==> src/rtl/alu_sequencer.sv <==
// Sequencer that drives a combinational ALU from registered operands and returns results over valid/ready.
// Adds multi-step SRLN (repeated shift-right-by-one) and signed MAX (SLT followed by MOV).
module alu_sequencer #(
    parameter int W   = 32,
    parameter int SHW = 5
) (
    input  logic         clock,
    input  logic         reset_n,
    input  logic         req_valid,
    output logic         req_ready,
    input  logic [3:0]   req_op,
    input  logic [W-1:0] req_a,
    input  logic [W-1:0] req_b,
    output logic         resp_valid,
    input  logic         resp_ready,
    output logic [W-1:0] resp_data,
    output logic         resp_zero,
    output logic         resp_neg,
    output logic         resp_err,
    output logic [W-1:0] alu_dado1,
    output logic [W-1:0] alu_dado2,
    output logic [2:0]   alu_controle,
    input  logic [W-1:0] alu_saida,
    input  logic         alu_zero,
    input  logic         alu_neg
);

    typedef enum logic [2:0] {IDLE, EXEC, SHIFT, MAX2, RESP} state_t;

    localparam logic [2:0] CTL_MOV = 3'b100;
    localparam logic [2:0] CTL_SHR = 3'b101;
    localparam logic [2:0] CTL_SLT = 3'b110;

    state_t         state_reg, state_next;
    logic [3:0]     op_reg;
    logic [W-1:0]   a_reg, b_reg, data_reg;
    logic [SHW-1:0] cnt_reg;
    logic           lt_reg, zero_reg, neg_reg, err_reg;

    logic accept, reserved, latch, shift_step;

    assign accept     = (state_reg == IDLE) && req_valid;
    assign reserved   = (req_op > 4'd9);
    assign req_ready  = (state_reg == IDLE);
    assign resp_valid = (state_reg == RESP);
    assign resp_data  = data_reg;
    assign resp_zero  = zero_reg;
    assign resp_neg   = neg_reg;
    assign resp_err   = err_reg;

    always_ff @(posedge clock or negedge reset_n) begin
        if (!reset_n) begin
            state_reg <= IDLE;
        end else begin
            state_reg <= state_next;
        end
    end

    always_comb begin
        state_next   = state_reg;
        alu_dado1    = '0;
        alu_dado2    = '0;
        alu_controle = 3'b000;
        latch        = 1'b0;
        shift_step   = 1'b0;
        case (state_reg)
            IDLE: begin
                if (req_valid) begin
                    state_next = reserved ? RESP : EXEC;
                end
            end
            EXEC: begin
                alu_dado1 = a_reg;
                alu_dado2 = b_reg;
                if (!op_reg[3]) begin
                    alu_controle = op_reg[2:0];
                    latch        = 1'b1;
                    state_next   = RESP;
                end else if (op_reg == 4'd8) begin
                    if (cnt_reg == '0) begin
                        alu_controle = CTL_MOV;
                        latch        = 1'b1;
                        state_next   = RESP;
                    end else begin
                        alu_controle = CTL_SHR;
                        shift_step   = 1'b1;
                        if (cnt_reg == SHW'(1)) begin
                            latch      = 1'b1;
                            state_next = RESP;
                        end else begin
                            state_next = SHIFT;
                        end
                    end
                end else begin
                    alu_controle = CTL_SLT;
                    state_next   = MAX2;
                end
            end
            SHIFT: begin
                alu_dado1    = a_reg;
                alu_dado2    = b_reg;
                alu_controle = CTL_SHR;
                shift_step   = 1'b1;
                if (cnt_reg == SHW'(1)) begin
                    latch      = 1'b1;
                    state_next = RESP;
                end
            end
            MAX2: begin
                // Ties leave LT clear, so A is returned
                alu_dado1    = lt_reg ? b_reg : a_reg;
                alu_dado2    = b_reg;
                alu_controle = CTL_MOV;
                latch        = 1'b1;
                state_next   = RESP;
            end
            RESP: begin
                alu_dado2 = b_reg;
                if (resp_ready) begin
                    state_next = IDLE;
                end
            end
            default: state_next = IDLE;
        endcase
    end

    always_ff @(posedge clock or negedge reset_n) begin
        if (!reset_n) begin
            op_reg   <= '0;
            a_reg    <= '0;
            b_reg    <= '0;
            cnt_reg  <= '0;
            lt_reg   <= 1'b0;
            data_reg <= '0;
            zero_reg <= 1'b0;
            neg_reg  <= 1'b0;
            err_reg  <= 1'b0;
        end else begin
            if (accept) begin
                op_reg  <= req_op;
                a_reg   <= req_a;
                b_reg   <= req_b;
                cnt_reg <= req_b[SHW-1:0];
                err_reg <= reserved;
                if (reserved) begin
                    data_reg <= '0;
                    zero_reg <= 1'b1;
                    neg_reg  <= 1'b0;
                end
            end
            if (shift_step) begin
                a_reg   <= alu_saida;
                cnt_reg <= cnt_reg - 1'b1;
            end
            if (state_reg == EXEC && op_reg == 4'd9) begin
                lt_reg <= alu_saida[0];
            end
            if (latch) begin
                data_reg <= alu_saida;
                zero_reg <= alu_zero;
                neg_reg  <= alu_neg;
            end
        end
    end

endmodule

==> config.mk <==
export PLATFORM = sky130hd
export DESIGN_NAME = alu_sequencer
export DESIGN_NICKNAME = d
export VERILOG_FILES = /design/src/rtl/alu_sequencer.sv
export SDC_FILE = /design/constraint.sdc
export NUM_CORES = 1
export LEC_CHECK = 0
export CORE_ASPECT_RATIO = 1.25
export CORE_UTILIZATION = 38
export CTS_CLUSTER_SIZE = 12
export DETAILED_ROUTE_END_ITERATION = 6
export DONT_BUFFER_PORTS = 1
export GPL_TIMING_DRIVEN = 0
export PLACE_DENSITY_LB_ADDON = 0.25
export SYNTH_ARGS = -nofsm -noshare
export SYNTH_HDL_FRONTEND = slang
export SYNTH_SLANG_ARGS = --single-unit
==> constraint.sdc <==
create_clock -name clock -period 2.6 [get_ports clock]
set_clock_uncertainty 0.15 [all_clocks]
set_input_delay 0.52 -clock clock [delete_from_list [all_inputs] [get_ports clock]]
set_output_delay 0.52 -clock clock [all_outputs]
set_load 0.05 [all_outputs]
After elaboration in Yosys (flattened, before gate mapping)
Index checks and enable logic that the tools add are counted.
Operators by class
  reduce and logical (&&, ||, !) cells: 11
  $add $sub $neg: 1
  multiplexer cells: 38
  order comparisons: 1
  equality and inequality tests: 10
Operator list (number)
  32-bit 2-to-1 mux: 7
  32-bit case mux with 2 select lines: 1
  3-bit 2-to-1 mux: 10
  3-bit case mux with 5 select lines: 1
  1-bit 2-to-1 mux: 14
  5-bit 2-to-1 mux: 2
  3-bit case mux with 3 select lines: 1
  4-bit equality test (second input constant): 2
  3-bit by 2-bit equality test with 1-bit output (second input constant): 2
  2-bit nonzero test: 3
  5-bit by 1-bit equality test with 1-bit output (second input constant): 1
  5-bit zero test: 1
  5-bit by 1-bit subtractor with 5-bit output (second input constant): 1
  4-bit > comparator (second input constant): 1
  2-bit inequality test (second input constant): 2
  4-bit OR reduction: 1
  3-bit by 1-bit equality test with 1-bit output (second input constant): 1
  3-bit equality test (second input constant): 1
  3-bit zero test: 1
  1-bit case mux with 3 select lines: 1
  3-bit AND reduction: 1
  1-bit logical AND: 2
  2-bit by 1-bit inequality test with 1-bit output (second input constant): 1
  1-bit case mux with 2 select lines: 1
  other kinds (2): 2
Storage, ports and cells
  register bits after elaboration: 112
  word-level logic and storage cells: 71
  output and inout port bits: 104
  input port bits: 106

Depth between registers and ports, before layout
  word-level depth: 8
  mapped depth: 7
  depth with buffers taken out: 6

Worst setup path after synthesis
Ideal clock, no wire load.
  kind: reg2out
  start: register state_reg[1]
  end: output port alu_controle[0]
  buffers on the path: 1
  required time: 1.930 ns
  cell stages (with the launch flop): 6
  arrival time: 1.849 ns
  path slack: 0.081 ns
  cell sequence: dfrtp_1 -> buf_2 -> inv_1 -> nor2_1 -> a31oi_1 -> o21ai_0
Between the ends
  word-level cells in the longest chain between the ends: 2
  elaborated cells between the ends (all ways): 4
  classes of those cells: eq/ne (3); mux (1)
Ends and longest elaborated chain
  start: declaration: line 34  | state_t state_reg, state_next;
  start signal: assignment: line 55  | state_reg <= state_next;
  3-bit by 2-bit equality test with 1-bit output or 3-bit by 1-bit equality test with 1-bit output (tied branches): line 66  | case (state_reg)
  3-bit case mux with 3 select lines (*): line 66
  end: declaration: line 22  | output logic [2:0] alu_controle,
Every way passes the cells marked *; elsewhere a longest branch is shown, timed or not.

Worst setup path after layout
  start: register state_reg[0]
  end: output port alu_dado1[7]
Between the ends
  word-level cells in the longest chain between the ends: 3
  elaborated cells between the ends (all ways): 5
  classes of those cells: eq/ne (3); mux (1); reduce/logical (1)
Ends and longest elaborated chain
  3-bit by 1-bit equality test with 1-bit output or 3-bit by 2-bit equality test with 1-bit output (tied branches): line 66
  2-bit OR reduction (no source line)
  32-bit case mux with 2 select lines (*): line 66
  end: declaration: line 20  | output logic [W-1:0] alu_dado1,
Marked as above.

==> results.txt <==
Status -> finished, violations left
Failing checks -> hold timing, setup timing
XOR/XNOR Fraction of Synth Area -> 0.00159
Main combinational cell family by area after synthesis -> simple AND/OR/NAND/NOR gates
Deepest clock path buffer count -> 2
GRT Max-Usage Layer -> met2
Buffers on Ports -> 0
Die area -> 15,000 um2
Start point of the critical path -> state_reg[0]$_DFFE_PN0P_
Crit-path leading delay family -> buffers and inverters
Relative slew slack -> 0.287
DP Worst Slack -> -0.604 ns
Fill cells -> 1,340
Clk sinks -> 112
Synth Cell Area -> 5510 um2
Crit-path cells -> buf_4, and3_4, nor2b_1, clkbuf_8, clkbuf_16, a22o_4
Post-synth cell types -> 47
M1 GR Usage -> 0.275
Final setup vio count -> 3
Root Driver -> clkbuf_16
CP endpoint kind -> output pin
Final worst slack -> -0.00509 ns
DP HPWL -> 12,400 um
Register-to-Register Path Depth -> 7
Hold slack -> -0.291 ns
Adder-cell share of the synthesized area -> 0.00681
Asr flop ratio synth -> 1.00
Layout cell share with drive strength beyond 1 -> 0.240
Final RePlAce weighted congestion -> 0.863
Mean Syn Cell Area -> 9.74 um2
Post-route ant nets -> 0
Clock transition at path regs -> 0.07 ns
Syn Nets -> 675
Final Max Slew Viols -> 0
Total number of vias -> 4,444
Grt met2 use -> 0.413
Htree depth -> 3
Post-synth top area cell -> dfrtp_1
Mux contribution to synthesized area -> 0.0677
Num CTS Buffers -> 9
First DRT Iteration DRCs -> 208
EDFF count, synth -> 0
Critical path class -> flip-flop to output pin
DIE HEIGHT -> 137 um
Wire per inst -> 23.0 um
Chip width -> 110 um
Max cap viols -> 0
Reg2reg setup slack -> 0.10 ns
Synth Register Bits -> 112
P&R area growth vs syn -> 23.7%
Detailed-route wire length -> 17,700 um
Initial antenna violation count -> 0
HP Class -> input port to asynchronous set/reset pin
Ys Warns -> 0
Synth Area in Compound Gates -> 0.144
Slew @ Worst Pin -> 1.07 ns
CTS tree -> built
DR vias/cell -> 5.77
Commonest cells after routing, fill and taps aside -> 145 x nand2_1, 110 x dfrtp_1, 38 x nor2_1, 35 x inv_1, 35 x mux2i_1
Unrepaired setup endpoints after global routing -> yes
Top cells by area, synth -> dfrtp_1 51%, nand2_1 9.9%, mux2i_1 6.4%, a221o_1 5.8%, a22o_1 5.1%
Number of diodes -> 0
Ports -> 210
Final hold vios -> 112
GR Layer Usage met3 -> 0.0538
Largest net degree at the start of global routing -> 113
GR Util All Layers -> 0.240
Core footprint -> 14,000 um2
Remaining routing DRC violations -> 0
Reg-to-Reg Start -> state_reg[1]$_DFFE_PN0P_
CP arrival -> 1.94 ns
Seq/Total Area, Yosys -> 0.509
1st-pass router iterations -> 7
First-pass GRT wire length -> 26,500 um
Skew-Pair Late Insertion Delay -> 0.35 ns
Max Freq -> 0.384 GHz
Worst path required time -> 1.93 ns
Initial Util -> 0.394
Vias in the first global route -> 4,796
Row count -> 48
Commonest non-fill, non-tap cell in the layout -> nand2_1
Shortest period the worst path allows -> 2.61 ns
Reg2reg end -> resp_data[13]$_DFFE_PN0P_
Crit path buffers/inverters -> 3
Crit-path slowest cell -> dfrtp_2
Final period utilization -> 1.00
Crit-path max FO -> 10
Ys flop type -> dfrtp_1
Simple-gate portion of the synthesized area -> 0.204
Final #Nets -> 699
CP peak stage delay -> 0.45 ns
Area fraction of the dominant cell type after synthesis -> 0.509
Mapped Cells -> 566
Startpoint Class -> flip-flop
Grt total ovfl -> 0
-- per-layer routing --
| metal | share of wire | up-vias |
|---|---|---|
| met5 | 0 | - |
| li1 | - | 1978 |
| met4 | 0.037 | 0 |
| met3 | 0.069 | 45 |
| met1 | 0.38 | 2229 |
| met2 | 0.51 | 192 |
-- how the worst max path moves through the flow --
stage,endpoint,slack [ns],depth (start not counted)
after floorplan,alu_controle[0],0.08,5
final,alu_dado1[7],-0.005,6
after global routing,alu_dado1[7],-0.05,6
after CTS,alu_controle[2],0.00003,2
after detailed placement,alu_dado1[31],-0.60,5
after global placement,alu_dado1[25],-0.56,5
-- worst register-to-register path, stage by stage (launching register included) --
cell	delay (ns)
dfrtp_1	0.41
buf_4	0.15
nor4b_4	0.57
nand2b_1	0.11
clkbuf_1	0.36
clkbuf_1	0.39
nand2_1	0.17
mux2i_1	0.07
-- layout make-up --
| cell class | count | area (um2) | share of cell area |
|---|---|---|---|
| sequential | 112 | 2810 | 0.411 |
| multi-input combinational | 379 | 2780 | 0.408 |
| buffer | 38 | 424 | 0.0622 |
| clock buffer | 11 | 253 | 0.0371 |
| tap | 175 | 219 | 0.0321 |
| inverter | 37 | 139 | 0.0204 |
| timing repair buffer | 13 | 120 | 0.0176 |
| clock inverter | 5 | 78.8 | 0.0116 |
-- through the flow --
stage / TNS [ns] / area (um2) / utilization / hold WS (ns) / instances
after floorplan: 0 / 5510 / - / 0.0744 / 566
after global placement: -28.48 / 5730 / 0.410 / 0.0784 / 741
after detailed placement: -31.64 / 5740 / 0.410 / 0.0781 / 741
after CTS: 0 / 6760 / 0.483 / -0.303 / 767
after global routing: -1.31 / 6820 / 0.487 / -0.307 / 770
final: -0.00794 / 6820 / 0.487 / -0.291 / 770
-- cell families after synthesis --
logic type                 count (synthesis)
DFF                                      112
muxes                                     37
and+or+nand+nor                          247
adders and majority gates                  3
xor gates and xnor gates                   1
AOI/OAI and AO/OA                         91
buffers and inverters                     75
-- cells in the mapped netlist (all sizes together) (4+ instances only) --
master	number
inv	37
and3	7
a22o	32
nand2	145
nor2	40
dfrtp	112
a21oi	6
a221o	32
nor3	4
and2	33
o21ai	7
buf	15
clkbuf	23
mux2i	35
-- repair_timing --
item / CTS / global route
cloned: 1 / 0
pin swaps: 7 / 14
gates resized for setup: 180 / 10
endpoints found under the setup margin: 116 / 98
endpoints found under the hold margin: 112 / 112
setup buffers: 9 / 3
Power is not shown: default switching activity piles up to over one toggle a cycle in this logic, so the estimate is an artifact.
